--- config.mk ---
export PLATFORM = sky130hd
export DESIGN_NAME = mem_arbiter
export DESIGN_NICKNAME = d
export VERILOG_FILES = /design/src/rtl/mem_arbiter.sv
export SDC_FILE = /design/constraint.sdc
export NUM_CORES = 1
export LEC_CHECK = 0
export CAP_MARGIN = 15
export CORE_ASPECT_RATIO = 0.8
export CORE_MARGIN = 4
export CORE_UTILIZATION = 25
export CTS_CLUSTER_DIAMETER = 40
export DETAILED_ROUTE_END_ITERATION = 8
export SLEW_MARGIN = 20
export SYNTH_ARGS = -nofsm -noshare
export SYNTH_HDL_FRONTEND = slang
export SYNTH_SLANG_ARGS = --single-unit
export TNS_END_PERCENT = 30
--- constraint.sdc ---
create_clock -name clk -period 2.8 [get_ports clk]
set_clock_uncertainty 0.15 [all_clocks]
set_input_delay 0.42 -clock clk [delete_from_list [all_inputs] [get_ports clk]]
set_output_delay 0.42 -clock clk [all_outputs]
set_load 0.03 [all_outputs]
--- src/rtl/mem_arbiter.sv ---
// mem_arbiter: shares one single-ported unified memory between the
// instruction-fetch port (if_*) and the load/store port (dm_*).
//
// One request is served at a time. In IDLE the winner's command is latched
// into the mem_* registers and held for MEM_LAT cycles (ACCESS). On the last
// access cycle mem_rdata is captured into the owner's rdata register (loads
// and fetches only), and the owner's ready pulses for exactly one cycle (RESP).
//
// Handshake: if_req/dm_req are levels held with a stable command until the
// matching *_ready pulse. In the cycle after ready the requester either drops
// req or presents a new command; a req seen in the following IDLE cycle is a
// new request. Requests are sampled only in IDLE, so anything that changes
// during ACCESS or RESP is ignored. *_rdata is valid while *_ready=1.
//
// Arbitration: data wins unless both requests are high and the data grant
// streak has reached STARVE_LIM, in which case fetch wins.
//
// Ports:
//   clk, rst            clock, asynchronous active-low reset
//   if_req/if_addr      fetch request and byte address
//   if_rdata/if_ready   fetched word and completion pulse
//   dm_req/we/size/addr/wdata  data request and command
//   dm_rdata/dm_ready   load data and completion pulse (loads and stores)
//   mem_en/we/size/addr/wdata  registered memory command
//   mem_rdata           memory read data, valid in the last ACCESS cycle
//   busy                1 in ACCESS or RESP
//   owner               current/last grant: 0 fetch, 1 data
//   state_dbg           FSM state: 0 IDLE, 1 ACCESS, 2 RESP
module mem_arbiter #(
  parameter int MEM_LAT    = 2,
  parameter int STARVE_LIM = 3
) (
  input  logic        clk,
  input  logic        rst,
  input  logic        if_req,
  input  logic [31:0] if_addr,
  output logic [31:0] if_rdata,
  output logic        if_ready,
  input  logic        dm_req,
  input  logic        dm_we,
  input  logic [1:0]  dm_size,
  input  logic [31:0] dm_addr,
  input  logic [31:0] dm_wdata,
  output logic [31:0] dm_rdata,
  output logic        dm_ready,
  output logic        mem_en,
  output logic        mem_we,
  output logic [1:0]  mem_size,
  output logic [31:0] mem_addr,
  output logic [31:0] mem_wdata,
  input  logic [31:0] mem_rdata,
  output logic        busy,
  output logic        owner,
  output logic [1:0]  state_dbg
);

  typedef enum logic [1:0] {
    ST_IDLE   = 2'd0,
    ST_ACCESS = 2'd1,
    ST_RESP   = 2'd2
  } state_t;

  localparam logic [2:0] LAT_M1 = 3'(MEM_LAT - 1);
  localparam logic [2:0] SLIM   = 3'(STARVE_LIM);

  state_t     state, state_nxt;
  logic [2:0] cnt;
  logic [2:0] streak;

  logic any_req;
  logic fetch_win;
  logic latch_cmd;
  logic access_done;
  logic resp_end;

  assign any_req   = if_req | dm_req;
  assign fetch_win = if_req & (~dm_req | (streak == SLIM));

  // State register
  always_ff @(posedge clk or negedge rst) begin
    if (!rst) state <= ST_IDLE;
    else      state <= state_nxt;
  end

  // Next-state logic
  always_comb begin
    state_nxt = state;
    case (state)
      ST_IDLE:   if (any_req)    state_nxt = ST_ACCESS;
      ST_ACCESS: if (cnt == 3'd0) state_nxt = ST_RESP;
      ST_RESP:                   state_nxt = ST_IDLE;
      default:                   state_nxt = ST_IDLE;
    endcase
  end

  // Per-state control strobes driving the registered datapath
  always_comb begin
    latch_cmd   = 1'b0;
    access_done = 1'b0;
    resp_end    = 1'b0;
    state_dbg   = state;
    case (state)
      ST_IDLE:   latch_cmd   = any_req;
      ST_ACCESS: access_done = (cnt == 3'd0);
      ST_RESP:   resp_end    = 1'b1;
      default:   ;
    endcase
  end

  // Registered command, response and counters
  always_ff @(posedge clk or negedge rst) begin
    if (!rst) begin
      cnt       <= 3'd0;
      streak    <= 3'd0;
      owner     <= 1'b0;
      busy      <= 1'b0;
      mem_en    <= 1'b0;
      mem_we    <= 1'b0;
      mem_size  <= 2'b00;
      mem_addr  <= 32'd0;
      mem_wdata <= 32'd0;
      if_ready  <= 1'b0;
      dm_ready  <= 1'b0;
      if_rdata  <= 32'd0;
      dm_rdata  <= 32'd0;
    end else begin
      if (latch_cmd) begin
        owner  <= ~fetch_win;
        busy   <= 1'b1;
        mem_en <= 1'b1;
        cnt    <= LAT_M1;
        if (fetch_win) begin
          mem_we    <= 1'b0;
          mem_size  <= 2'b10;
          mem_addr  <= if_addr;
          mem_wdata <= 32'd0;
          streak    <= 3'd0;
        end else begin
          mem_we    <= dm_we;
          mem_size  <= dm_size;
          mem_addr  <= dm_addr;
          mem_wdata <= dm_wdata;
          // Only grants that beat a waiting fetch count towards starvation.
          if (!if_req)             streak <= 3'd0;
          else if (streak != SLIM) streak <= streak + 3'd1;
        end
      end

      if (state == ST_ACCESS && cnt != 3'd0) cnt <= cnt - 3'd1;

      if (access_done) begin
        mem_en <= 1'b0;
        mem_we <= 1'b0;
        if (owner) begin
          dm_ready <= 1'b1;
          if (!mem_we) dm_rdata <= mem_rdata;
        end else begin
          if_ready <= 1'b1;
          if_rdata <= mem_rdata;
        end
      end

      if (resp_end) begin
        if_ready <= 1'b0;
        dm_ready <= 1'b0;
        busy     <= 1'b0;
      end
    end
  end

endmodule

## Word-level counts from Yosys, hierarchy flattened

Cells that the tools add are included.

| cells by class | value |
|---|---|
| eq/ne operators | 8 |
| bitwise operators | 7 |
| shift-type cells | 0 |
| magnitude comparators | 0 |
| reductions and logical operators | 15 |
| $add $sub $neg | 2 |
| mux-type cells | 26 |
| div/mod/pow operators | 0 |
| multiply operators | 0 |

Operators by type and width:

| operator | number |
|---|---|
| 2-to-1 mux 32 bit | 2 |
| 2-to-1 mux 1 bit | 15 |
| 2-to-1 mux 3 bit | 5 |
| AND reduction 2 bit | 5 |
| nonzero test 2 bit | 5 |
| 2-to-1 mux 2 bit | 3 |
| inequality test 2 bit (second input constant) | 2 |
| NOT 1 bit | 4 |
| one-hot mux 2 bit (2 select lines) | 1 |
| adder 3 x 1 -> 3 bit (second input constant) | 1 |
| == test 3 x 2 -> 1 bit (second input constant) | 1 |
| zero test 3 bit | 1 |
| inequality test 3 x 1 -> 1 bit (second input constant) | 1 |
| inequality test 3 x 2 -> 1 bit (second input constant) | 1 |
| AND reduction 3 bit | 1 |
| nonzero test 3 bit | 1 |
| subtractor 3 x 1 -> 3 bit (second input constant) | 1 |
| == test 2 x 1 -> 1 bit (second input constant) | 1 |
| == test 2 bit (second input constant) | 1 |
| zero test 2 bit | 1 |
| inequality test 2 x 1 -> 1 bit (second input constant) | 1 |
| bitwise OR 1 bit | 2 |
| bitwise AND 1 bit | 1 |
| logical AND 1 bit | 1 |

| word-level totals | value |
|---|---|
| memory bits (writable) | 0 |
| logic and storage cells | 72 |
| input bits | 135 |
| ROM bits | 0 |
| output and inout bits | 138 |
| memories | 0 |
| latch bits | 0 |
| bits in registers | 144 |

## Depth between registers and ports, before layout

Gate-level depths: netlist of run 1.

| logic depth | value |
|---|---|
| depth after elaboration | 6 |
| gate-level depth with buffers | 7 |
| mapped depth without buffers | 6 |

## Worst setup path after synthesis of run 1

No wires, ideal clock.

| path | value |
|---|---|
| kind | register to register |
| from | register cnt[0] |
| to | register dm_rdata[0] |
| data arrival time | 1759 ps |
| library setup time | 125 ps |
| clock period less this slack | 2034 ps |
| required time | 2525 ps |
| stages on the path, launching flop included | 8 |
| setup slack | 766 ps |
| cells stage by stage | dfrtp_1 -> inv_1 -> ha_1 -> ha_1 -> nand3b_4 -> nor3b_2 -> buf_6 -> mux2_2 |

| between the ends | value |
|---|---|
| cells in the longest elaborated chain, start to end | 3 |

Ends and longest elaborated chain:

| element | line | RTL |
|---|---|---|
| start, declared | 67 | `logic [2:0] cnt;` |
| start signal, assigned | 149 | `if (state == ST_ACCESS && cnt != 3'd0) cnt <= cnt - 3'd1;` |
| zero test 3 bit | 104 | `ST_ACCESS: access_done = (cnt == 3'd0);` |
| 2-to-1 mux 1 bit | 102 | `case (state)` |
| AND reduction 3 bit (no line) | -- |  |
| end signal, assigned | 156 | `if (!mem_we) dm_rdata <= mem_rdata;` |
| end, declared | 44 | `output logic [31:0] dm_rdata,` |

Every way passes these cells.
A chain may end at the register's enable or synchronous reset.

## Worst setup path in the final report of run 1

| path | value |
|---|---|
| from | register state[0] (netlist: state_dbg[0]) |
| to | output port state_dbg[0] |

RTL lines:

| element | line | RTL |
|---|---|---|
| start, declared | 66 | `state_t state, state_nxt;` |
| start signal, assigned | 82 | `else state <= state_nxt;` |
| end, declared | 54 | `output logic [1:0] state_dbg` |

No word-level cell between the ends.

==> impl_results.md, run 1 <==
* Vias per cell at 4.60
* Initial antenna violation count at 0
* Actual slew at the worst max-slew pin at 830 ps
* Initial drt markers at 311
* Critical path cell sequence: clkdlybuf4s50_1
* RSZ-0062 raised after global routing: false
* Critical path data arrival time at 1680 ps
* DP Cell Count at 989
* Yosys warns at 0
* Total Wirelength at 18.7 mm
* Run status: finished clean
* Slowest stage cell, crit path: clkdlybuf4s50_1
* Largest net degree at the start of global routing at 53
* Synth Cell Area at 5920 µm²
* Final ANT Viol Nets at 0
* Antenna diodes at 0
* WL per Instance at 18.3 µm
* Adder-cell share of the synthesized area at 0.00845
* Pwr dens at 1290 nW/µm²
* Core Region at 23300 µm²
* Worst hold path type: flip-flop to flip-flop
* Fillers at 2208
* Post-cts repair resize count at 0
* Hold Vio Cnt, Final at 0
* CTS tree: yes
* CTS clk-pin slew, worst paths at 70 ps
* Die Y at 146 µm
* Rows at 50
* Post-synthesis simple-gate area fraction at 0.0245
* Die Wd at 180 µm
* Num CTS Buffers at 17
* Final nets at 836
* Syn Inst Count at 427
* Num Clock Sinks at 144
* Total track usage at 0.140
* Drc violations at 0
* CTS root buffer: clkbuf_16
* Layout cell share with drive strength beyond 1 at 0.173
* DIE AREA at 26200 µm²
* Footprint of the multi-input gates at 2090 µm²
* I/O pin cnt at 273
* Setup crit end kind: output port
* Grt ovf at 0
* Fmax at 445 MHz
* GP Congestion at 0.749
* Predominant post-synthesis flop cell: dfrtp_1
* Sequential-to-total area share from yosys stat at 0.608
* EDFF count, synth at 0
* Drt first pass iters at 4
* Largest family of logic cells by synthesized area: compound AO/OA/AOI/OAI gates
* Max-Cap Viols at 0
* Max-slew violations at 0
* Crit start category: flip-flop
* Leakage at 3.90 nW
* FF+latch count, synth at 144
* Post-Synth XOR/XNOR Area at 0
* Synth cell types at 34
* Vias at 4701
* Synthesized area per cell at 13.9 µm²
* Finished Layout Cells at 1022
* Crit path required time at 2230 ps
* Asr flop ratio synth at 1.00
* CP delay by family, top: buffers and inverters
* Setup TNS at 0 ps
* Hpwl dp at 13.0 mm
* First-pass GRT wire length at 29.6 mm
* Final setup vio count at 0
* Relative slew margins at 0.446
* Critical path class: flip-flop to output port
* Syn Nets at 566
* Min cycle time layout at 2250 ps
* Synthesis-to-layout area growth at 62.0%
* Setup ws final at 554 ps
* Htree depth at 4
* Port bufs at 272
* CP Buf/Inv Count at 1
* Worst vdd ir at 536 µV
* Dpl ws at 332 ps
* Tcrit/Tclk final at 0.802
* Sequential Area at 3600 µm²
* Post-synthesis compound-gate area fraction at 0.192
* Util after Layout at 0.411
* Critical Path Fanout Max at 8
* Worst-Skew Late Latency at 410 ps
* Clock Tree Buf Depth at 2
* Initial Util at 0.254
* Post-synthesis mux area share at 0.123
* CP max stage delay at 760 ps
* Vias in the first global route at 4998
cell type report:
class | count | area share
Clock buffer | 18 | 0.0457
Clock inverter | 14 | 0.0129
Inverter | 9 | 0.00352
Multi-Input combinational cell | 236 | 0.218
Sequential cell | 144 | 0.375
Tap cell | 312 | 0.0407
Timing Repair Buffer | 289 | 0.304
final timing paths:
check | startpoint | end | slack (ps) | cells past startpoint
worst max-delay path | state_dbg[0]$_DFFE_PN0P_ | state_dbg[0] | 550 | 1
worst min-delay path | busy$_DFFE_PN0P_ | busy$_DFFE_PN0P_ | 330 | 2
worst max register to register | streak[0]$_DFFE_PN0P_ | mem_wdata[0]$_DFFE_PN0P_ | 670 | 6
worst min register to register | busy$_DFFE_PN0P_ | busy$_DFFE_PN0P_ | 330 | 2
max in group asynchronous | rst | mem_wdata[2]$_DFFE_PN0P_ | 1410 | 3
min in group asynchronous | rst | mem_addr[14]$_DFFE_PN0P_ | 360 | 2
worst register-to-register path: stages, from the launching register on:
cell and delay (ps):
dfrtp_1 410, ha_1 210, ha_1 220, nand2b_1 210, a211oi_4 240, buf_4 390
a22o_1 230
Yosys cell counts, types with 2 or more instances:
master       n  share of area
o2bb2ai_1    2         0.0030
nand2b_1     2         0.0021
o21ai_0     39          0.033
inv_1        9         0.0057
a2bb2oi_1   33          0.049
nor2_1       2         0.0013
dfrtp_1    144           0.61
buf_2       15          0.013
a311oi_1    32          0.047
clkbuf_1    15         0.0095
a22o_1      33          0.049
mux2_2      64           0.12
buf_6        8          0.015
a21o_1       2         0.0025
nand2_1      5         0.0032
ha_1         4         0.0084
metrics by stage:
step                area [µm²]  power, mW  hold slack [ps]
floorplan                 5920       7.50            -25.6
detailed placement        9030       10.4              242
global placement          9030       10.3              242
CTS                       9600       12.6              333
global route              9600       13.1              362
finish                    9600       12.4              328
report_power, final:
group          switching (mW)  internal [mW]  total [mW]  leakage (nW)
Combinational            3.58           3.03        6.61          1.91
Clock                   0.964           1.19        2.15         0.273
Sequential              0.562           3.10        3.66          1.72
Total                    5.11           7.32        12.4          3.90
flip-flops by register name, indices dropped and copies added (netlist names):
register,count
busy,1
cnt,3
dm_rdata,32
dm_ready,1
if_rdata,32
if_ready,1
mem_addr,32
mem_en,1
mem_size,2
mem_wdata,32
mem_we,1
owner,1
state_dbg,2
streak,3
cell usage in the layout (no fill, tap or decap), drive strengths merged, types with 4 or more instances in the layout:
cell type	count
ha	4
clkdlybuf4s50	271
mux2	64
dfrtp	144
a2bb2oi	33
clkinv	6
a311oi	32
inv	15
a22o	33
nand2	5
buf	17
o21ai	40
clkbuf	18
nor2	4
kinds of logic after synthesis:
group | after synthesis
multiplexers | 65
adder cells (fa/ha/maj) | 4
buffers and inverters | 47
AND/OR/NAND/NOR | 21
flip-flops | 144
AO/OA/AOI/OAI | 146
timing repair:
| action | CTS | global route |
|---|---|---|
| buffers inserted | 0 | 0 |
| hold buffers | 1 | 0 |
| hold endpoints to repair | 45 | 0 |
per-layer routing:
metal / track usage / vias up / wire length [µm]
met4: 0.0420 / 0 / 323
met2: 0.224 / 162 / 9010
met3: 0.0350 / 21 / 1040
li1: - / 2175 / -
met1: 0.190 / 2343 / 8330
met5: 0 / - / 0
(Power assumes the default switching activity.)
==> run 2: changes to the inputs <==
==> constraint.sdc (replaced) <==
create_clock -name clk -period 2.1 [get_ports clk]
set_clock_uncertainty 0.15 [all_clocks]
set_input_delay 0.315 -clock clk [delete_from_list [all_inputs] [get_ports clk]]
set_output_delay 0.315 -clock clk [all_outputs]
set_load 0.03 [all_outputs]
==> impl_results.md, run 2 (synthesized netlist as in run 1, its figures left out) <==
* Fmax at 496 MHz
* Min cycle time layout at 2020 ps
* Vias at 4718 (+0.36%)
* Finished Layout Cells at 1036 (+1.4%)
* Placed inst area at 9210 µm² (+2.0%)
* RSZ-0062 raised after global routing: true
* DP Cell Count at 1001 (+1.2%)
* CP Buf/Inv Count at 3 (+2)
* Pwr dens at 1710 nW/µm² (+32%)
* Setup crit end kind: flip-flop
* GP Congestion at 0.786 (+5.0%)
* Setup ws final at 84.5 ps (-469 ps)
* Htree depth at 4 (unchanged)
* Worst hold path type: input pin to async pin
* Vias per cell at 4.55 (-0.99%)
* Crit path required time at 2250 ps (+20 ps)
* Antenna diodes at 0 (unchanged)
* Initial antenna violation count at 0 (unchanged)
* Critical path cell sequence: clkdlybuf4s50_1 -> nor2_2 -> a211oi_4 -> buf_6 -> clkbuf_16 -> a22o_1
* Critical path class: input pin to flip-flop
* Die Wd at 180 µm (unchanged)
* Clock Tree Buf Depth at 2 (unchanged)
* Worst vdd ir at 664 µV (+24%)
* Synthesis-to-layout area growth at 66.2%
* Critical Path Fanout Max at 17 (+9)
* DIE AREA at 26200 µm² (unchanged)
* Total Wirelength at 18.8 mm (+0.59%)
* CTS clk-pin slew, worst paths at 70 ps (about the same)
* Final setup vio count at 0 (unchanged)
* Leakage at 4.04 nW (+3.5%)
* Largest net degree at the start of global routing at 50 (-5.7%)
* Slowest stage cell, crit path: nor2_2
* Pwr Total at 16.9 mW (+36%)
* Worst-Skew Late Latency at 410 ps (about the same)
* Initial Util at 0.254 (unchanged)
* CTS root buffer: clkbuf_16
* Total track usage at 0.141 (+0.000372)
* Dpl ws at -294 ps (-626 ps)
* Finished layout cell area at 9850 µm² (+2.6%)
* Run status: finished clean
* Max-Cap Viols at 0 (unchanged)
* I/O pin cnt at 273 (unchanged)
* Port bufs at 272 (unchanged)
* Final ANT Viol Nets at 0 (unchanged)
* Setup TNS at 0 ps (unchanged)
* CP max stage delay at 790 ps (+30 ps)
* Drt first pass iters at 6 (+2)
* Grt ovf at 0 (unchanged)
* Tcrit/Tclk final at 0.960
* Layout cell share with drive strength beyond 1 at 0.193 (+0.0201)
* Hold Vio Cnt, Final at 0 (unchanged)
* WL per Instance at 18.2 µm (-0.77%)
* First-pass GRT wire length at 29.5 mm (-0.30%)
* Worst hold margin at 258 ps (-70.4 ps)
* CP delay by family, top: buffers and inverters
* Drc violations at 0 (unchanged)
* Initial drt markers at 281 (-9.6%)
* Util after Layout at 0.422 (+0.0106)
* Num Clock Sinks at 144 (unchanged)
* CTS tree: yes
* Final nets at 850 (+1.7%)
* Vias in the first global route at 4944 (-1.1%)
* Rows at 50 (unchanged)
* Num CTS Buffers at 17 (unchanged)
* Die Y at 146 µm (unchanged)
* Hpwl dp at 13.3 mm (+2.5%)
* Critical path data arrival time at 2170 ps (+490 ps)
* Commonest cells after routing, fill and taps aside: clkdlybuf4s50_1 (267), dfrtp_1 (144), mux2_2 (64), o21ai_0 (39)
* Actual slew at the worst max-slew pin at 995 ps (+165 ps)
* Commonest non-fill, non-tap cell in the layout: clkdlybuf4s50_1
* Max-slew violations at 0 (unchanged)
* Relative slew margins at 0.336 (-0.110)
* Crit start category: input pin
* Core Region at 23300 µm² (unchanged)
[run 2: cell types whose count changed in the layout (fill, tap and decap cells not counted), moves of 2 or more]
cell / delta
buf_4: +5
inv_8: -2
buf_12: +7
dlygate4sd2_1: +2
clkinv_4: -3
inv_6: +2
dlymetal6s2s_1: +2
clkdlybuf4s50_1: -4
[run 2: power by group]
group          internal (mW)  switching, mW
logic                   4.23           4.84
registers               4.13          0.733
clock network           1.67           1.28
total                   10.0           6.85
[run 2: metal layers]
layer  track usage  share of wire  vias up
met1         0.190           0.45     2333
met3        0.0355          0.047       27
met4        0.0503          0.023        0
li1              -              -     2198
met5             0              0        -
met2         0.221           0.48      160
[run 2: layout make-up]
| class | instances | area, µm² |
|---|---|---|
| Sequential cell | 144 | 3600 |
| Tap cell | 312 | 390 |
| Clock inverter | 15 | 151 |
| Clock buffer | 17 | 425 |
| Multi-Input combinational cell | 236 | 2110 |
| Fill cell | 2190 | 13500 |
| Timing Repair Buffer | 303 | 3130 |
| Inverter | 9 | 33.8 |
[run 2: worst paths after layout]
path	from	endpoint	slack [ps]	depth (start not counted)
setup / recovery	dm_req	mem_wdata[27]$_DFFE_PN0P_	80	6
hold / removal	rst	mem_addr[14]$_DFFE_PN0P_	260	2
setup reg to reg	cnt[0]$_DFFE_PN0P_	dm_rdata[9]$_DFFE_PN0P_	90	7
hold reg to reg	mem_en$_DFFE_PN0P_	mem_en$_DFFE_PN0P_	330	2
max in group asynchronous	rst	mem_wdata[2]$_DFFE_PN0P_	900	3
min in group clk	dm_size[1]	mem_size[1]$_DFFE_PN0P_	310	3
[run 2: repair_timing]
action	in CTS	in global routing
setup buffers	0	1
endpoints found under the hold margin	34	0
pin swaps	0	1
gates resized for setup	2	7
setup endpoints to repair	2	60
hold buffers	1	0
cloned	0	1
==> run 3: changes to the inputs <==
--- a/config.mk
+++ b/config.mk
@@ -11,6 +11,7 @@
 export CORE_UTILIZATION = 25
 export CTS_CLUSTER_DIAMETER = 40
 export DETAILED_ROUTE_END_ITERATION = 8
+export SKIP_CTS_REPAIR_TIMING = 1
 export SLEW_MARGIN = 20
 export SYNTH_ARGS = -nofsm -noshare
 export SYNTH_HDL_FRONTEND = slang
==> impl_results.md, run 3 (synthesized netlist as in run 1, its figures left out) <==
* Port bufs at 272 (unchanged)
* Sw frac at 0.406 (about the same)
* Drt first pass iters at 4 (-2)
* Final nets at 850 (unchanged)
* Initial antenna violation count at 0 (unchanged)
* First-pass GRT wire length at 29.5 mm (-0.21%)
* Commonest non-fill, non-tap cell in the layout: clkdlybuf4s50_1
* CTS clk-pin slew, worst paths at 70 ps (about the same)
* Tcrit/Tclk final at 0.960 (about the same)
* Commonest cells after routing, fill and taps aside: clkdlybuf4s50_1 (267), dfrtp_1 (144), mux2_2 (64), o21ai_0 (39)
* Finished layout cell area at 9850 µm² (about the same)
* Rows at 50 (unchanged)
* Placed inst area at 9210 µm² (unchanged)
* Die Y at 146 µm (unchanged)
* Htree depth at 4 (unchanged)
* Combinational power share at 0.538 (about the same)
* Pwr dens at 1710 nW/µm² (about the same)
* CTS tree: yes
* Worst-Skew Late Latency at 410 ps (about the same)
* Critical path class: input pin to flip-flop
* Worst vdd ir at 664 µV (about the same)
* Critical Path Fanout Max at 17 (unchanged)
* Internal power at 10.0 mW (+0.10%)
* Critical path cell sequence: clkdlybuf4s50_1 -> nor2_2 -> a211oi_4 -> buf_6 -> clkbuf_16 -> a22o_1
* Crit path required time at 2250 ps (about the same)
* Slowest stage cell, crit path: nor2_2
* Vias in the first global route at 4938 (-0.12%)
* Total Wirelength at 18.8 mm (about the same)
* Hpwl dp at 13.3 mm (unchanged)
* CP Buf/Inv Count at 3 (unchanged)
* Core Region at 23300 µm² (unchanged)
* Clk pwr share at 0.175 (about the same)
* CP delay by family, top: buffers and inverters
* Largest net degree at the start of global routing at 50 (unchanged)
* Min cycle time layout at 2020 ps (+1.11 ps)
* Crit path launch: dm_req
* Pwr Total at 16.9 mW (about the same)
* Vias at 4703 (-0.32%)
* Clock Tree Buf Depth at 2 (unchanged)
* Final setup vio count at 0 (unchanged)
* Max-Cap Viols at 0 (unchanged)
* I/O pin cnt at 273 (unchanged)
* Synthesis-to-layout area growth at 66.3% (about the same)
* WL per Instance at 18.2 µm (about the same)
* Drc violations at 0 (unchanged)
* Initial Util at 0.254 (unchanged)
* Leakage at 4.06 nW (+0.50%)
* Final ANT Viol Nets at 0 (unchanged)
* Antenna diodes at 0 (unchanged)
* Run status: finished clean
* Hold Vio Cnt, Final at 0 (unchanged)
* Actual slew at the worst max-slew pin at 998 ps (+2.61 ps)
* Initial drt markers at 230 (-18%)
* Grt ovf at 0 (unchanged)
* Die Wd at 180 µm (unchanged)
* Critical path data arrival time at 2170 ps (about the same)
* Switch Pwr at 6.85 mW (about the same)
* Setup crit end kind: flip-flop
* Num CTS Buffers at 17 (unchanged)
* Num Clock Sinks at 144 (unchanged)
* Max-slew violations at 0 (unchanged)
* CTS root buffer: clkbuf_16
* Vias per cell at 4.54 (-0.32%)
* Layout cell share with drive strength beyond 1 at 0.193 (unchanged)
* Flop pwr share at 0.288 (about the same)
* Worst r2r src: cnt[0]$_DFFE_PN0P_
* Crit start category: input pin
* Fmax at 496 MHz (about the same)
* RSZ-0062 raised after global routing: true
* Relative slew margins at 0.334 (-0.00174)
* Total track usage at 0.140 (-0.000372)
* Worst hold path type: input pin to async pin
* GP Congestion at 0.786 (unchanged)
* DIE AREA at 26200 µm² (unchanged)
* Worst hold margin at 262 ps (+4.23 ps)
* CP max stage delay at 790 ps (about the same)
## run 3: cell types whose count changed in the layout (fill, tap and decap cells not counted), sizes merged
cell / change
dlygate4sd2: -2
dlymetal6s2s: +2
## run 3: routing by layer
metal / share of wire / GRT usage
met5: 0 / 0
met4: 0.023 / 0.0503
met3: 0.045 / 0.0355
met2: 0.48 / 0.220
met1: 0.46 / 0.189
## run 3: stage by stage
step                      utilization  setup WS [ps]  TNS (ps)  instances
after detailed placement        0.394           -294    -13400       1001
after global placement          0.394           -262    -12480       1001
after floorplan                     -           66.4         0        427
after CTS                       0.419          -58.8      -111       1033
final                           0.422           83.4         0       1036
after global routing            0.422          -7.29     -8.06       1036
## run 3: power groups by stage
stage | logic (mW) | clock network, mW | registers [mW]
6_report | 9.07 | 2.95 | 4.86
5_1_grt | 9.57 | 3.18 | 5.04
4_1_cts | 9.11 | 3.04 | 4.87
3_5_place_dp | 9.11 | 0 | 4.88
3_3_place_gp | 9.03 | 0 | 4.89
2_1_floorplan | 2.58 | 0 | 7.41
## run 3: path summary, 6_finish.rpt
check	end	slack (ps)	depth (start not counted)
max	mem_wdata[27]$_DFFE_PN0P_	80	6
min	mem_addr[14]$_DFFE_PN0P_	260	2
max reg2reg	dm_rdata[9]$_DFFE_PN0P_	90	7
min reg2reg	mem_en$_DFFE_PN0P_	330	2
max in group asynchronous	mem_wdata[2]$_DFFE_PN0P_	900	3
min in group clk	mem_size[1]$_DFFE_PN0P_	310	3
## run 3: layout make-up
type | instances | area, µm²
fillers | 2186 | 13500
clock buffers | 17 | 425
clock inverters | 15 | 151
repair buffers | 303 | 3140
flip-flops and latches | 144 | 3600
multi-input cells | 236 | 2110
inverters | 9 | 33.8
well taps | 312 | 390
## run 3: worst register-to-register path, delay by kind of cell, from the launching register on
| kind | cells | cell delay [ps] |
|---|---|---|
| AND/OR/NAND/NOR | 2 | 380 |
| adder cells (fa/ha/maj) | 2 | 360 |
| multiplexers | 1 | 360 |
| flip-flops | 1 | 350 |
| buffers and inverters | 2 | 290 |
